`config.mk`:
```
export PLATFORM = sky130hd
export DESIGN_NAME = dram_pingpong_ctrl
export DESIGN_NICKNAME = d
export VERILOG_FILES = /design/src/rtl/dram_ctrl_pkg.sv /design/src/rtl/dram_scan_counter.sv /design/src/rtl/dram_pingpong_ctrl.sv
export SDC_FILE = /design/constraint.sdc
export NUM_CORES = 1
export LEC_CHECK = 0
export CORE_ASPECT_RATIO = 0.5
export CORE_UTILIZATION = 35
export CTS_CLUSTER_DIAMETER = 100
export DETAILED_ROUTE_END_ITERATION = 10
export PLACE_DENSITY_LB_ADDON = 0.15
export SLEW_MARGIN = 20
export SYNTH_ARGS = -nofsm -noshare
export SYNTH_HDL_FRONTEND = slang
export SYNTH_SLANG_ARGS = --single-unit
```
`constraint.sdc`:
```
create_clock -name clk -period 2.2 [get_ports clk]
set_input_delay 0.44 -clock clk [delete_from_list [all_inputs] [get_ports clk]]
set_output_delay 0.44 -clock clk [all_outputs]
set_load 0.02 [all_outputs]
```
`src/rtl/dram_ctrl_pkg.sv`:
```
// Shared types and default sizing for the DRAM ping-pong controller.
package dram_ctrl_pkg;

  localparam int unsigned IoWidthDflt   = 16;
  localparam int unsigned AddrWidthDflt = 6;

  typedef enum logic [1:0] {
    StIdle,
    StScan,
    StSwap
  } state_e;

endpackage

```
`src/rtl/dram_scan_counter.sv`:
```
// Modulo-IO_WIDTH scan address counter; wrap_o flags the last address of a pass.
module dram_scan_counter
  import dram_ctrl_pkg::*;
#(
  parameter int unsigned IO_WIDTH   = IoWidthDflt,
  parameter int unsigned ADDR_WIDTH = AddrWidthDflt
) (
  input  logic                  clk_i,
  input  logic                  rst_ni,
  input  logic                  en_i,
  output logic [ADDR_WIDTH-1:0] count_o,
  output logic                  wrap_o
);

  localparam logic [ADDR_WIDTH-1:0] LastAddr = ADDR_WIDTH'(IO_WIDTH - 1);

  logic [ADDR_WIDTH-1:0] count_d, count_q;

  assign wrap_o  = en_i && (count_q == LastAddr);
  assign count_o = count_q;

  always_comb begin
    count_d = count_q;
    if (en_i) begin
      count_d = wrap_o ? '0 : count_q + ADDR_WIDTH'(1);
    end
  end

  always_ff @(posedge clk_i or negedge rst_ni) begin
    if (!rst_ni) begin
      count_q <= '0;
    end else begin
      count_q <= count_d;
    end
  end

endmodule

```
`src/rtl/dram_pingpong_ctrl.sv`:
```
// Ping-pong bank controller: scans in[] into the write bank while shadowing the read bank.
// Define DRAM_PINGPONG_AUTOSWAP_EN to swap banks after every pass regardless of swap_req.
module dram_pingpong_ctrl
  import dram_ctrl_pkg::*;
#(
  parameter int unsigned IO_WIDTH   = IoWidthDflt,
  parameter int unsigned ADDR_WIDTH = AddrWidthDflt
) (
  input  logic                  clk,
  input  logic                  rst_n,
  input  logic [IO_WIDTH-1:0]   in,
  output logic [IO_WIDTH-1:0]   out,
  input  logic                  swap_req,
  output logic                  swap_ack,
  output logic                  bank,
  output logic [ADDR_WIDTH:0]   ram_wa,
  output logic [ADDR_WIDTH:0]   ram_ra,
  output logic                  ram_we,
  output logic                  ram_d,
  input  logic                  ram_q,
  output logic                  pass_done
);

  state_e                state_d, state_q;
  logic                  rst_sync_q;
  logic                  bank_d, bank_q;
  logic [IO_WIDTH-1:0]   out_d, out_q;
  logic [IO_WIDTH-1:0]   shadow_d, shadow_q;
  logic                  swap_ack_d, swap_ack_q;
  logic                  ram_we_d, ram_we_q;
  logic [ADDR_WIDTH-1:0] addr;
  logic                  cnt_en;
  logic                  cnt_wrap;
  logic                  swap_take;

`ifdef DRAM_PINGPONG_AUTOSWAP_EN
  logic unused_swap_req;
  assign unused_swap_req = swap_req;
  assign swap_take       = 1'b1;
`else
  assign swap_take = swap_req;
`endif

  assign cnt_en = (state_q == StScan);

  dram_scan_counter #(
    .IO_WIDTH  (IO_WIDTH),
    .ADDR_WIDTH(ADDR_WIDTH)
  ) u_scan_counter (
    .clk_i  (clk),
    .rst_ni (rst_n),
    .en_i   (cnt_en),
    .count_o(addr),
    .wrap_o (cnt_wrap)
  );

  // Releasing reset through a flop gives one extra IDLE cycle before scanning starts.
  always_ff @(posedge clk or negedge rst_n) begin
    if (!rst_n) begin
      rst_sync_q <= 1'b0;
    end else begin
      rst_sync_q <= 1'b1;
    end
  end

  always_comb begin
    state_d  = state_q;
    bank_d   = bank_q;
    out_d    = out_q;
    shadow_d = shadow_q;
    unique case (state_q)
      StIdle: begin
        if (rst_sync_q) begin
          state_d = StScan;
        end
      end
      StScan: begin
        for (int i = 0; i < IO_WIDTH; i++) begin
          if (ADDR_WIDTH'(i) == addr) begin
            shadow_d[i] = ram_q;
          end
        end
        // The last bit comes straight from this cycle's ram_q via shadow_d.
        if (cnt_wrap) begin
          out_d = shadow_d;
          if (swap_take) begin
            state_d = StSwap;
            bank_d  = ~bank_q;
          end
        end
      end
      StSwap: begin
        state_d = StScan;
      end
      default: begin
        state_d = StIdle;
      end
    endcase
    ram_we_d   = (state_d == StScan);
    swap_ack_d = (state_d == StSwap);
  end

  always_ff @(posedge clk or negedge rst_n) begin
    if (!rst_n) begin
      state_q    <= StIdle;
      bank_q     <= 1'b0;
      out_q      <= '0;
      shadow_q   <= '0;
      swap_ack_q <= 1'b0;
      ram_we_q   <= 1'b0;
    end else begin
      state_q    <= state_d;
      bank_q     <= bank_d;
      out_q      <= out_d;
      shadow_q   <= shadow_d;
      swap_ack_q <= swap_ack_d;
      ram_we_q   <= ram_we_d;
    end
  end

  assign out       = out_q;
  assign bank      = bank_q;
  assign swap_ack  = swap_ack_q;
  assign ram_we    = ram_we_q;
  assign ram_d     = ram_we_q & (|(in & (IO_WIDTH'(1) << addr)));
  assign ram_wa    = {bank_q, addr};
  assign ram_ra    = {~bank_q, addr};
  assign pass_done = cnt_wrap;

endmodule

```
---- Word level (Yosys, flattened, before mapping) ----
Cells that the tools add are included.
word-level totals
  output and inout bits ................... 35
  flip-flop bits (word level) ............. 44
  logic and storage cells ................. 60
  bits of input ports ..................... 20
operators by class
  reduce and logical (&&, ||, !) cells .... 6
  bitwise operators ....................... 3
  muxes and demuxes ....................... 21
  shift operators ......................... 1
  $add $sub $neg .......................... 1
  eq/ne operators ......................... 20
operators with widths
  kind                                                  number
  equality test 4 x 6 -> 1 bit (first input constant)   8
  equality test 3 x 6 -> 1 bit (first input constant)   4
  bitwise AND 16 bit                                    1
  two-way mux 1 bit                                     16
  OR reduction 16 bit                                   1
  left shift 1 x 6 -> 16 bit (first input constant)     1
  equality test 2 x 6 -> 1 bit (first input constant)   2
  adder 6 x 1 -> 6 bit (second input constant)          1
  equality test 1 x 6 -> 1 bit (first input constant)   1
  equality test 6 x 4 -> 1 bit (second input constant)  1
  logical NOT 6 bit                                     1
  two-way mux 2 bit                                     3
  two-way mux 6 bit                                     1
  one-hot mux 2 bit (3 select lines)                    1
  equality test 2 x 1 -> 1 bit (second input constant)  2
  equality test 2 bit (second input constant)           2
  AND reduction 3 bit                                   1
  logical NOT 2 bit                                     1
  AND reduction 2 bit                                   1
  bitwise AND 1 bit                                     1
  logical AND 1 bit                                     1
  NOT 1 bit                                             1

---- Depth between registers and ports, before layout ----
  depth after elaboration ................. 5
  mapped depth ............................ 7
  depth with buffers taken out ............ 6

---- By module ----
Synthesis repeated with hierarchy kept, for this count alone.
second synthesis, totals
  cell total of the unflattened synthesis .. 229
  area total of the unflattened synthesis .. 2344.7 µm²
modules (own cells, without submodules)
  module              area an instance (µm²)  cells an instance  times used
  dram_pingpong_ctrl  2062.0                  205                1
  dram_scan_counter   282.8                   24                 1

---- Least setup slack after synthesis ----
No wires, ideal clock.
  kind .................................... flip-flop to output port
  from .................................... reg u_scan_counter.count_q[0] (netlist: u_scan_counter.count_o[0])
  to ...................................... out ram_d
  stages on the path, launching flop included .. 6
  slack ................................... 0.054 ns
  arrival ................................. 1.706 ns
  data required time ...................... 1.760 ns
  path through ............................ dfrtp_1 buf_6 mux4_2 nand4_1 o41ai_1 a221o_1
between the ends
  longest elaborated chain between the ends .. 4
RTL lines
  what                        RTL line                   source
  start, declared             dram_scan_counter.sv:17    logic [ADDR_WIDTH-1:0] count_d, count_q;
  start signal, assigned      dram_scan_counter.sv:33    count_q <= count_d;
  left shift 1 x 6 -> 16 bit  dram_pingpong_ctrl.sv:125  assign ram_d = ram_we_q & (|(in & (IO_WIDTH'(1) << addr)));
  bitwise AND 16 bit          dram_pingpong_ctrl.sv:125
  OR reduction 16 bit         dram_pingpong_ctrl.sv:125
  bitwise AND 1 bit           dram_pingpong_ctrl.sv:125
  end, declared               dram_pingpong_ctrl.sv:19   output logic ram_d,
Every way passes these cells.

---- Worst setup path in the final report ----
Ends and elaborated chain as after synthesis.

==> impl_metrics.json <==
{
  "status": "finished with violations",
  "failed_checks": "setup timing",
  "rsz0062_at_grt": "yes",
  "rrSetupSlack_ns": 0.26,
  "startpoint_type": "register",
  "antenna_found_initial": 0,
  "async_flop_share_pct": 100,
  "drt-total-wl_mm": 5.15,
  "fin_nets": 297,
  "synth_nets": 237,
  "grt_pass1_vias": 1757,
  "syn_to_final_growth_pct": 39.3,
  "postRouteAntennaNets": 0,
  "arrival_ns": 1.90,
  "start_util_pct": 36.9,
  "rr_worst_depth": 7,
  "period_needed_ns": 2.34,
  "synth-simple-area-share_pct": 16.8,
  "setup_viol": 1,
  "vias": 1731,
  "synth_area_um2": 2280,
  "syn_area_per_cell_um2": 10.7,
  "grtUsageTotal_pct": 16.4,
  "die_area_um2": 6860,
  "period_share_pct": 106,
  "fin_ws_ns": -0.141,
  "drive_gt1_share_pct": 23.0,
  "synth-edff-count": 0,
  "synth_flop_cell": "dfrtp_1",
  "ir_worst_vdd_mv": 0.592,
  "gp_congestion": 0.757,
  "clockBufferDepth": 2,
  "p_per_area_nw_per_um2": 1550,
  "avgRoutedWirePerCell_um": 14.2,
  "design_area_um2": 3170,
  "drv_slew": 0,
  "ios": 55,
  "synth_top_family_by_area": "multiplexers",
  "placed_area_um2": 2920,
  "clkTransAtPathRegs_ns": 0.07,
  "grt_max_degree": 36,
  "clk_latency_ns": 0.29,
  "ys_ff_latch": 43,
  "drtIter0Drc": 66,
  "yosysWarningCount": 0,
  "fin_skew_ns": 0.00813,
  "timing.max_cap.violations": 0,
  "r2r-end": "bank",
  "synth_compound_area_share_pct": 6.86,
  "port_buffers": 54,
  "synthCells": 213,
  "num_rows": 20,
  "drcViolationCount": 0,
  "synthMuxAreaShare_pct": 17.4,
  "p_leak_nw": 1.43,
  "yosysUniqueCellTypes": 37,
  "finalPower_w": 0.00493,
  "numCtsBuffers": 5,
  "fmaxAchievable_mhz": 427,
  "htreeDepth": 2,
  "diodes": 0,
  "drt-pass1-iter-count": 4,
  "ys_seq_area_share_pct": 47.2,
  "hold_path_class": "input port to asynchronous set/reset pin",
  "worstSetupPathType": "register to primary output",
  "worstSetupEndpointType": "primary output",
  "critPathMaxFanout": 5,
  "fin_setup_tns_ns": -0.141,
  "globalRouteOverflowTotal": 0,
  "hold_violations": 0,
  "hpwl_mm": 3.43,
  "vias_per_cell": 4.78,
  "cp.required_ns": 1.76,
  "core-area_um2": 6180,
  "die_h_um": 59.1,
  "fillers": 579,
  "reg2reg_from": "u_scan_counter.count_o[0]",
  "cts.sinks": 43,
  "grt_pass1_wl_mm": 8.51,
  "synth_fa_ha_area_share_pct": 2.20,
  "synth_xor_area_share_pct": 1.54,
  "die-width_um": 116,
  "cts_tree": "done",
  "cts_root_buffer": "clkbuf_16"
}
## per-stage QoR
stage | hold slack (ns) | std cells | setup WS, ns | utilization (%)
final | 0.107 | 362 | -0.141 | 51.3
after detailed placement | 0.428 | 352 | -0.625 | 47.3
after global placement | 0.423 | 352 | -0.602 | 47.3
after global routing | 0.140 | 362 | -0.197 | 51.3
after CTS | 0.125 | 363 | -0.145 | 50.7
after floorplan | 0.144 | 213 | 0.0541 | -
## per-layer routing
metal	vias to the layer above	GRT usage, %	part of all wire (%)
met5	-	0	0
met4	0	4.03	0.47
met3	3	3.89	5.0
met2	44	26.2	46
met1	839	22.8	49
li1	845	-	-
## power by group
group          switching (W)  leakage (nW)  internal, W
clock network       0.000310        0.0868     0.000565
logic                0.00133         0.842      0.00134
registers           0.000235         0.500      0.00116
total                0.00187          1.43      0.00306
## timing repair
action | in CTS | in global routing
endpoints found under the setup margin | 2 | 5
buffers inserted | 3 | 0
hold buffers | 0 | 0
cloned | 0 | 0
gates resized for setup | 19 | 10
pin swaps | 5 | 6
## critical path, cell delays in order (launching register included)
cell and delay (ns):
dfrtp_2 0.44, buf_6 0.13, mux4_2 0.49, nor4bb_1 0.16, a221o_1 0.27, buf_6 0.13
## state kept, by name, summed over array words and instances (netlist names)
| signal | count |
|---|---|
| ram_we | 1 |
| out | 16 |
| shadow_q | 15 |
| u_scan_counter.count_o | 6 |
| swap_ack | 1 |
| bank | 1 |
| rst_sync_q | 1 |
| state_q | 2 |
## synth_stat cells (2+ instances only)
master	instances	share of area (%)
dfrtp_1	43	47
nand2_1	27	4.4
nor2_1	19	3.1
mux2i_1	16	7.0
a21oi_1	15	3.3
mux2_2	15	7.4
buf_4	11	3.6
nand4_1	5	1.4
buf_2	4	0.88
buf_6	4	2.0
clkbuf_1	4	0.66
ha_1	4	2.2
inv_1	4	0.66
o21ai_0	4	0.88
and2_1	3	0.82
mux4_2	3	3.0
nand3_1	3	0.66
nor2b_1	3	0.82
nor3b_2	3	1.6
a211oi_1	2	0.66
nand2b_1	2	0.55
nor3_1	2	0.44
xnor2_1	2	0.77
xor2_1	2	0.77
## layout by cell type (no fill, tap or decap), drive strengths merged, types with 5 or more instances in the layout
master         count
mux2i             16
a21oi             15
clkbuf             6
clkdlybuf4s50     44
nand4              5
dfrtp             43
nand2             27
buf               25
mux2              15
nor2              19
## final cells by class
class	instances	area [um^2]	share of cell area [%]
flip-flops and latches	43	1080	34.0
well taps	88	110	3.47
multi-input cells	143	1080	34.0
inverters	4	15.0	0.473
clock inverters	2	35.0	1.10
repair buffers	76	718	22.6
clock buffers	6	139	4.38
## cells by family after synthesis
logic type	count (synthesis)
DFF	43
xor gates and xnor gates	4
other	1
adders and majority gates	4
AOI/OAI and AO/OA	26
buffers and inverters	27
and+or+nand+nor	74
muxes	34
## worst max-delay path by stage
stage	start	end	slack [ns]	depth (start not counted)
3_5_place_dp	in[2]	ram_d	-0.63	6
6_report	u_scan_counter.count_o[0]	ram_d	-0.14	5
5_1_grt	u_scan_counter.count_o[0]	ram_d	-0.20	5
2_1_floorplan	u_scan_counter.count_o[0]	ram_d	0.05	5
4_1_cts	u_scan_counter.count_o[0]	ram_d	-0.14	5
3_3_place_gp	in[2]	ram_d	-0.60	6
(Power assumes the default switching activity.)
